### src/rtl/shift_div_pow2_pipe.sv
// Pipelined barrel shifter with four modes: logical right, arithmetic right, divide toward zero, logical left.
// Optional feature macro: SHIFT_DIV_POW2_PIPE_INEXACT_EN builds the inexact (lost-bits) tracking.
module shift_div_pow2_pipe #(
   parameter int N  = 8,
   parameter int SW = $clog2(N)
) (
   input  logic          clk,
   input  logic          rst,
   input  logic          in_valid,
   output logic          in_ready,
   input  logic [N-1:0]  in_data,
   input  logic [SW-1:0] in_sh,
   input  logic [1:0]    in_mode,
   output logic          out_valid,
   input  logic          out_ready,
   output logic [N-1:0]  out_data,
   output logic          out_inexact
);

   localparam logic [N-1:0] ONE  = N'(1);
   localparam logic [N-1:0] ALL1 = '1;

   // Handshake: an operation is taken on a rising edge with in_valid && in_ready,
   // a result is released on a rising edge with out_valid && out_ready; all stages
   // advance together whenever the output is not stalled.
   logic [N-1:0] bias_mask;
   logic [N-1:0] entry_data;

   logic          valid_q [SW];
   logic          valid_d [SW];
   logic [1:0]    mode_q  [SW];
   logic [1:0]    mode_d  [SW];
   logic [SW-1:0] sh_q    [SW];
   logic [SW-1:0] sh_d    [SW];
   logic [N-1:0]  data_q  [SW];
   logic [N-1:0]  data_d  [SW];
`ifdef SHIFT_DIV_POW2_PIPE_INEXACT_EN
   logic          entry_loss;
   logic          loss_q  [SW];
   logic          loss_d  [SW];
`endif

   // Divide-toward-zero: bias negative operands so the floor shift truncates toward zero.
   assign bias_mask  = (ONE << in_sh) - ONE;
   assign entry_data = (in_mode == 2'b10 && in_data[N-1]) ? in_data + bias_mask : in_data;
`ifdef SHIFT_DIV_POW2_PIPE_INEXACT_EN
   assign entry_loss = (in_mode == 2'b10) && (|(in_data & bias_mask));
`endif

   always_comb begin : stage_next
      logic          cur_v;
      logic [1:0]    cur_m;
      logic [SW-1:0] cur_sh;
      logic [N-1:0]  cur_d;
`ifdef SHIFT_DIV_POW2_PIPE_INEXACT_EN
      logic          cur_l;
`endif
      for (int k = 0; k < SW; k++) begin
         if (k == 0) begin
            cur_v  = in_valid;
            cur_m  = in_mode;
            cur_sh = in_sh;
            cur_d  = entry_data;
`ifdef SHIFT_DIV_POW2_PIPE_INEXACT_EN
            cur_l  = entry_loss;
`endif
         end else begin
            cur_v  = valid_q[k-1];
            cur_m  = mode_q[k-1];
            cur_sh = sh_q[k-1];
            cur_d  = data_q[k-1];
`ifdef SHIFT_DIV_POW2_PIPE_INEXACT_EN
            cur_l  = loss_q[k-1];
`endif
         end
         valid_d[k] = cur_v;
         mode_d[k]  = cur_m;
         sh_d[k]    = cur_sh;
         data_d[k]  = cur_d;
         if (cur_sh[k]) begin
            case (cur_m)
               2'b00:   data_d[k] = cur_d >> (1 << k);
               2'b11:   data_d[k] = cur_d << (1 << k);
               default: data_d[k] = $signed(cur_d) >>> (1 << k);
            endcase
         end
`ifdef SHIFT_DIV_POW2_PIPE_INEXACT_EN
         // Mode 10 loss was fully measured on the unbiased operand at entry.
         loss_d[k] = cur_l;
         if (cur_sh[k] && cur_m != 2'b10) begin
            if (cur_m == 2'b11)
               loss_d[k] = cur_l | (|(cur_d & ~(ALL1 >> (1 << k))));
            else
               loss_d[k] = cur_l | (|(cur_d & ((ONE << (1 << k)) - ONE)));
         end
`endif
      end
   end

   always_ff @(posedge clk) begin
      if (rst) begin
         for (int k = 0; k < SW; k++) begin
            valid_q[k] <= 1'b0;
            mode_q[k]  <= 2'b00;
            sh_q[k]    <= '0;
            data_q[k]  <= '0;
`ifdef SHIFT_DIV_POW2_PIPE_INEXACT_EN
            loss_q[k]  <= 1'b0;
`endif
         end
      end else if (in_ready) begin
         for (int k = 0; k < SW; k++) begin
            valid_q[k] <= valid_d[k];
            mode_q[k]  <= mode_d[k];
            sh_q[k]    <= sh_d[k];
            data_q[k]  <= data_d[k];
`ifdef SHIFT_DIV_POW2_PIPE_INEXACT_EN
            loss_q[k]  <= loss_d[k];
`endif
         end
      end
   end

   assign out_valid = valid_q[SW-1];
   assign out_data  = data_q[SW-1];
   assign in_ready  = !(out_valid && !out_ready);
`ifdef SHIFT_DIV_POW2_PIPE_INEXACT_EN
   assign out_inexact = loss_q[SW-1];
`else
   assign out_inexact = 1'b0;
`endif

endmodule

### config.mk
export PLATFORM = sky130hd
export DESIGN_NAME = shift_div_pow2_pipe
export DESIGN_NICKNAME = d
export VERILOG_FILES = /design/src/rtl/shift_div_pow2_pipe.sv
export SDC_FILE = /design/constraint.sdc
export NUM_CORES = 1
export LEC_CHECK = 0
export ABC_AREA = 0
export CAP_MARGIN = 20
export CORE_ASPECT_RATIO = 1.2
export CORE_UTILIZATION = 60
export DETAILED_ROUTE_END_ITERATION = 8
export PLACE_DENSITY = 0.88
export SLEW_MARGIN = 15
export SYNTH_ARGS = -nofsm -noshare
export SYNTH_HDL_FRONTEND = slang
export SYNTH_SLANG_ARGS = --single-unit
export TNS_END_PERCENT = 1
### constraint.sdc
create_clock -name clk -period 9.8 [get_ports clk]
set_input_delay 2.94 -clock clk [delete_from_list [all_inputs] [get_ports clk]]
set_output_delay 2.94 -clock clk [all_outputs]
set_load 0.01 [all_outputs]
==> flow_metrics.env <==
export IMPL_start_kind="primary input"
export IMPL_insertion_delay_ns=0.29
export IMPL_finalSetupViolations=0
export IMPL_synth_cell_types=42
export IMPL_die_area_sq_mm=0.00412
export IMPL_r2r_end="data_q[0][6]"
export IMPL_pwr_share_clk=0.271
export IMPL_port_buffers=26
export IMPL_via_count=1747
export IMPL_fin_skew_ns=0.00491
export IMPL_yosys_warnings=0
export IMPL_cts_sinks=34
export IMPL_yosysSeqAreaShare=0.440
export IMPL_vias_per_cell=5.67
export IMPL_coreArea_sq_mm=0.00366
export IMPL_die_x_um=58.8
export IMPL_power_density_mw_per_mm2=137
export IMPL_wire_per_inst_um=13.5
export IMPL_seqPwrFrac=0.500
export IMPL_yosys_area_top_type="edfxtp_1"
export IMPL_ant_nets=0
export IMPL_die_h_um=70.2
export IMPL_antenna_found_initial=0
export IMPL_start_util=0.634
export IMPL_grt_pass1_vias=1779
export IMPL_clkTransAtPathRegs_ns=0.07
export IMPL_setup_tns_ns=0
export IMPL_cts_setup_buffers=0
export IMPL_fillCellCount=271
export IMPL_n_antenna_cell=0
export IMPL_area_delta_synth_final_pct=13.2
export IMPL_final_common_cell="edfxtp_1"
export IMPL_track_usage=0.231
export IMPL_timing_final_max_slew_violations=0
export IMPL_drc=0
export IMPL_synthTopCellsByArea="edfxtp_1 (44%), ha_1 (11%), inv_1 (5.2%), a21oi_1 (4.1%), nor2_1 (3.1%)"
export IMPL_power_mw=0.359
export IMPL_root_buffer="clkbuf_8"
export IMPL_p_leak_nw=1.12
export IMPL_p_sw_frac=0.274
export IMPL_power_switching_mw=0.0985
export IMPL_place_congestion=0.870
export IMPL_min_period_over_period=0.718
export IMPL_cp_data_arrival_time_ns=4.10
export IMPL_netlist_instances=239
export IMPL_critPathRequiredTime_ns=6.86
export IMPL_cts_resized_gates=0
export IMPL_io_pins=28
export IMPL_synth_nets=277
export IMPL_netlist_area_leader_share=0.440
export IMPL_reg2reg_slack_ns=8.03
export IMPL_vdd_ir_drop_max_mv=0.0592
export IMPL_grt_pass1_wl_um=7220
export IMPL_drt_total_wl_um=4170
export IMPL_synth_area_sq_mm=0.00232
export IMPL_cp_end_kind="output port"
export IMPL_max_freq_mhz=142
export IMPL_firstDrtPassIters=4
export IMPL_num_rows=24
export IMPL_max_cap_viol_count=0
export IMPL_grt_max_degree=35
export IMPL_comb_power_share=0.229
export IMPL_cts_buffers=5
export IMPL_fin_crit_ns=7.04
export IMPL_finalHoldViolCount=0
export IMPL_drt_iter0_drc=138
export IMPL_reg2reg_depth=5
export IMPL_p_int_mw=0.260
export IMPL_drive_above_1_share=0.0586
export IMPL_whs_endpoint="valid_q[0][1]"
export IMPL_cts_hold_buf=0
export IMPL_overflow=0
export IMPL_dp_final_hpwl_um=3160
export IMPL_rsz0062_at_grt="no"
export IMPL_nets=293
export IMPL_hold_path_class="flop to flop"
export IMPL_cts_max_level=2
export IMPL_min_path_cells=1
export IMPL_worstPathMaxFanout=4
export IMPL_worstMarginPinSlew_ns=0.953
export IMPL_synth_seq_cells=34
export IMPL_cts_tree="yes"
export IMPL_syn_avg_cell_area_sq_um=9.72
export IMPL_status="complete, no violations"
export IMPL_r2r_start="valid_q[0][2]"
export IMPL_final_cell_mix="edfxtp_1 (34), inv_1 (32), clkdlybuf4s50_1 (26), ha_1 (20)"
export IMPL_min_delay_start="valid_q[0][0]"
export IMPL_cts_buffer_depth=2
export IMPL_relSlewSlack=0.364
export IMPL_path_class="primary input to output port"
## Yosys cell counts
cell,number
a211oi_1,1
a21o_1,2
a21oi_1,19
a221oi_1,5
a2bb2oi_1,1
and2_1,5
and2b_1,1
buf_1,1
buf_2,2
buf_4,9
clkbuf_1,5
conb_1,1
edfxtp_1,34
fa_1,1
ha_1,20
inv_1,32
mux2i_1,5
nand2_1,13
nand2_2,1
nand2b_1,2
nand3_1,11
nand4b_1,2
nor2_1,19
nor2b_1,4
nor2b_4,1
nor3_1,7
nor3_2,1
o211ai_1,1
o21a_1,2
o21ai_0,6
o21ai_1,3
o221a_1,1
o22a_1,1
o22a_2,1
o22ai_1,4
o22ai_2,1
o31ai_4,1
o32ai_1,1
or2_2,3
or3_1,4
xnor2_1,3
xor2_1,2
## state kept, by name, indices dropped and copies added (netlist names)
| name | flops |
|---|---|
| data_q | 24 |
| sh_q | 3 |
| valid_q | 3 |
| mode_q | 4 |
## how the worst max path moves through the flow
stage / startpoint / to / cells after the start
2_1_floorplan: out_ready / in_ready / 1
6_report: out_ready / in_ready / 3
5_1_grt: out_ready / in_ready / 3
4_1_cts: out_ready / in_ready / 3
3_5_place_dp: out_ready / in_ready / 3
3_3_place_gp: out_ready / in_ready / 3
## power by group through the flow
stage / Sequential [mW] / Combinational (mW) / Clock, mW
6_report: 0.179 / 0.0821 / 0.0973
3_5_place_dp: 0.183 / 0.0820 / 0
3_3_place_gp: 0.182 / 0.0786 / 0
4_1_cts: 0.179 / 0.0823 / 0.0987
5_1_grt: 0.181 / 0.0923 / 0.103
2_1_floorplan: 0.180 / 0.0622 / 0
## cell families (layout without fill, tap and decap cells)
| family | count (synthesis) | count (layout) | share of synthesized area |
|---|---|---|---|
| other | 1 | 1 | 0.00161 |
| XOR/XNOR | 5 | 5 | 0.0189 |
| AND/OR/NAND/NOR | 74 | 74 | 0.163 |
| flip-flops | 34 | 34 | 0.440 |
| adder cells (fa/ha/maj) | 21 | 21 | 0.116 |
| buffers and inverters | 49 | 66 | 0.0948 |
| AO/OA/AOI/OAI | 50 | 50 | 0.144 |
| multiplexers | 5 | 5 | 0.0216 |
## final cells by class
class,instances,area (sq um),area share
sequential,34,1020,0.388
timing repair buffer,26,260,0.0990
multi-input combinational,156,1080,0.411
clock inverter,2,8.76,0.00333
clock buffer,6,72.6,0.0276
tap,52,65.1,0.0248
inverter,32,120,0.0457
## worst max-delay path, cell delays in order
cell and delay [ns]:
clkdlybuf4s50_1 0.44, nand2b_1 0.16, clkdlybuf4s50_1 0.56
## stage by stage
stage / cells / util / setup WS, ns / instance area, sq um / hold WS [ns]
finish: 308 / 0.718 / 2.76 / 2630 / 0.521
global route: 308 / 0.718 / 2.72 / 2630 / 0.535
CTS: 308 / 0.718 / 2.75 / 2630 / 0.526
detailed placement: 300 / 0.695 / 2.76 / 2550 / 0.509
global placement: 300 / 0.695 / 2.75 / 2550 / 0.498
floorplan: 239 / - / 3.73 / 2320 / 0.497
## layer usage
metal | global-route usage | part of all wire | up-vias | wire, um
li1 | - | - | 859 | -
met1 | 0.229 | 0.37 | 818 | 1540
met2 | 0.415 | 0.56 | 60 | 2350
met3 | 0.0444 | 0.037 | 10 | 153
met4 | 0.161 | 0.029 | 0 | 122
met5 | 0 | 0 | - | 0
No activity file was read; power rests on OpenSTA's default activity.
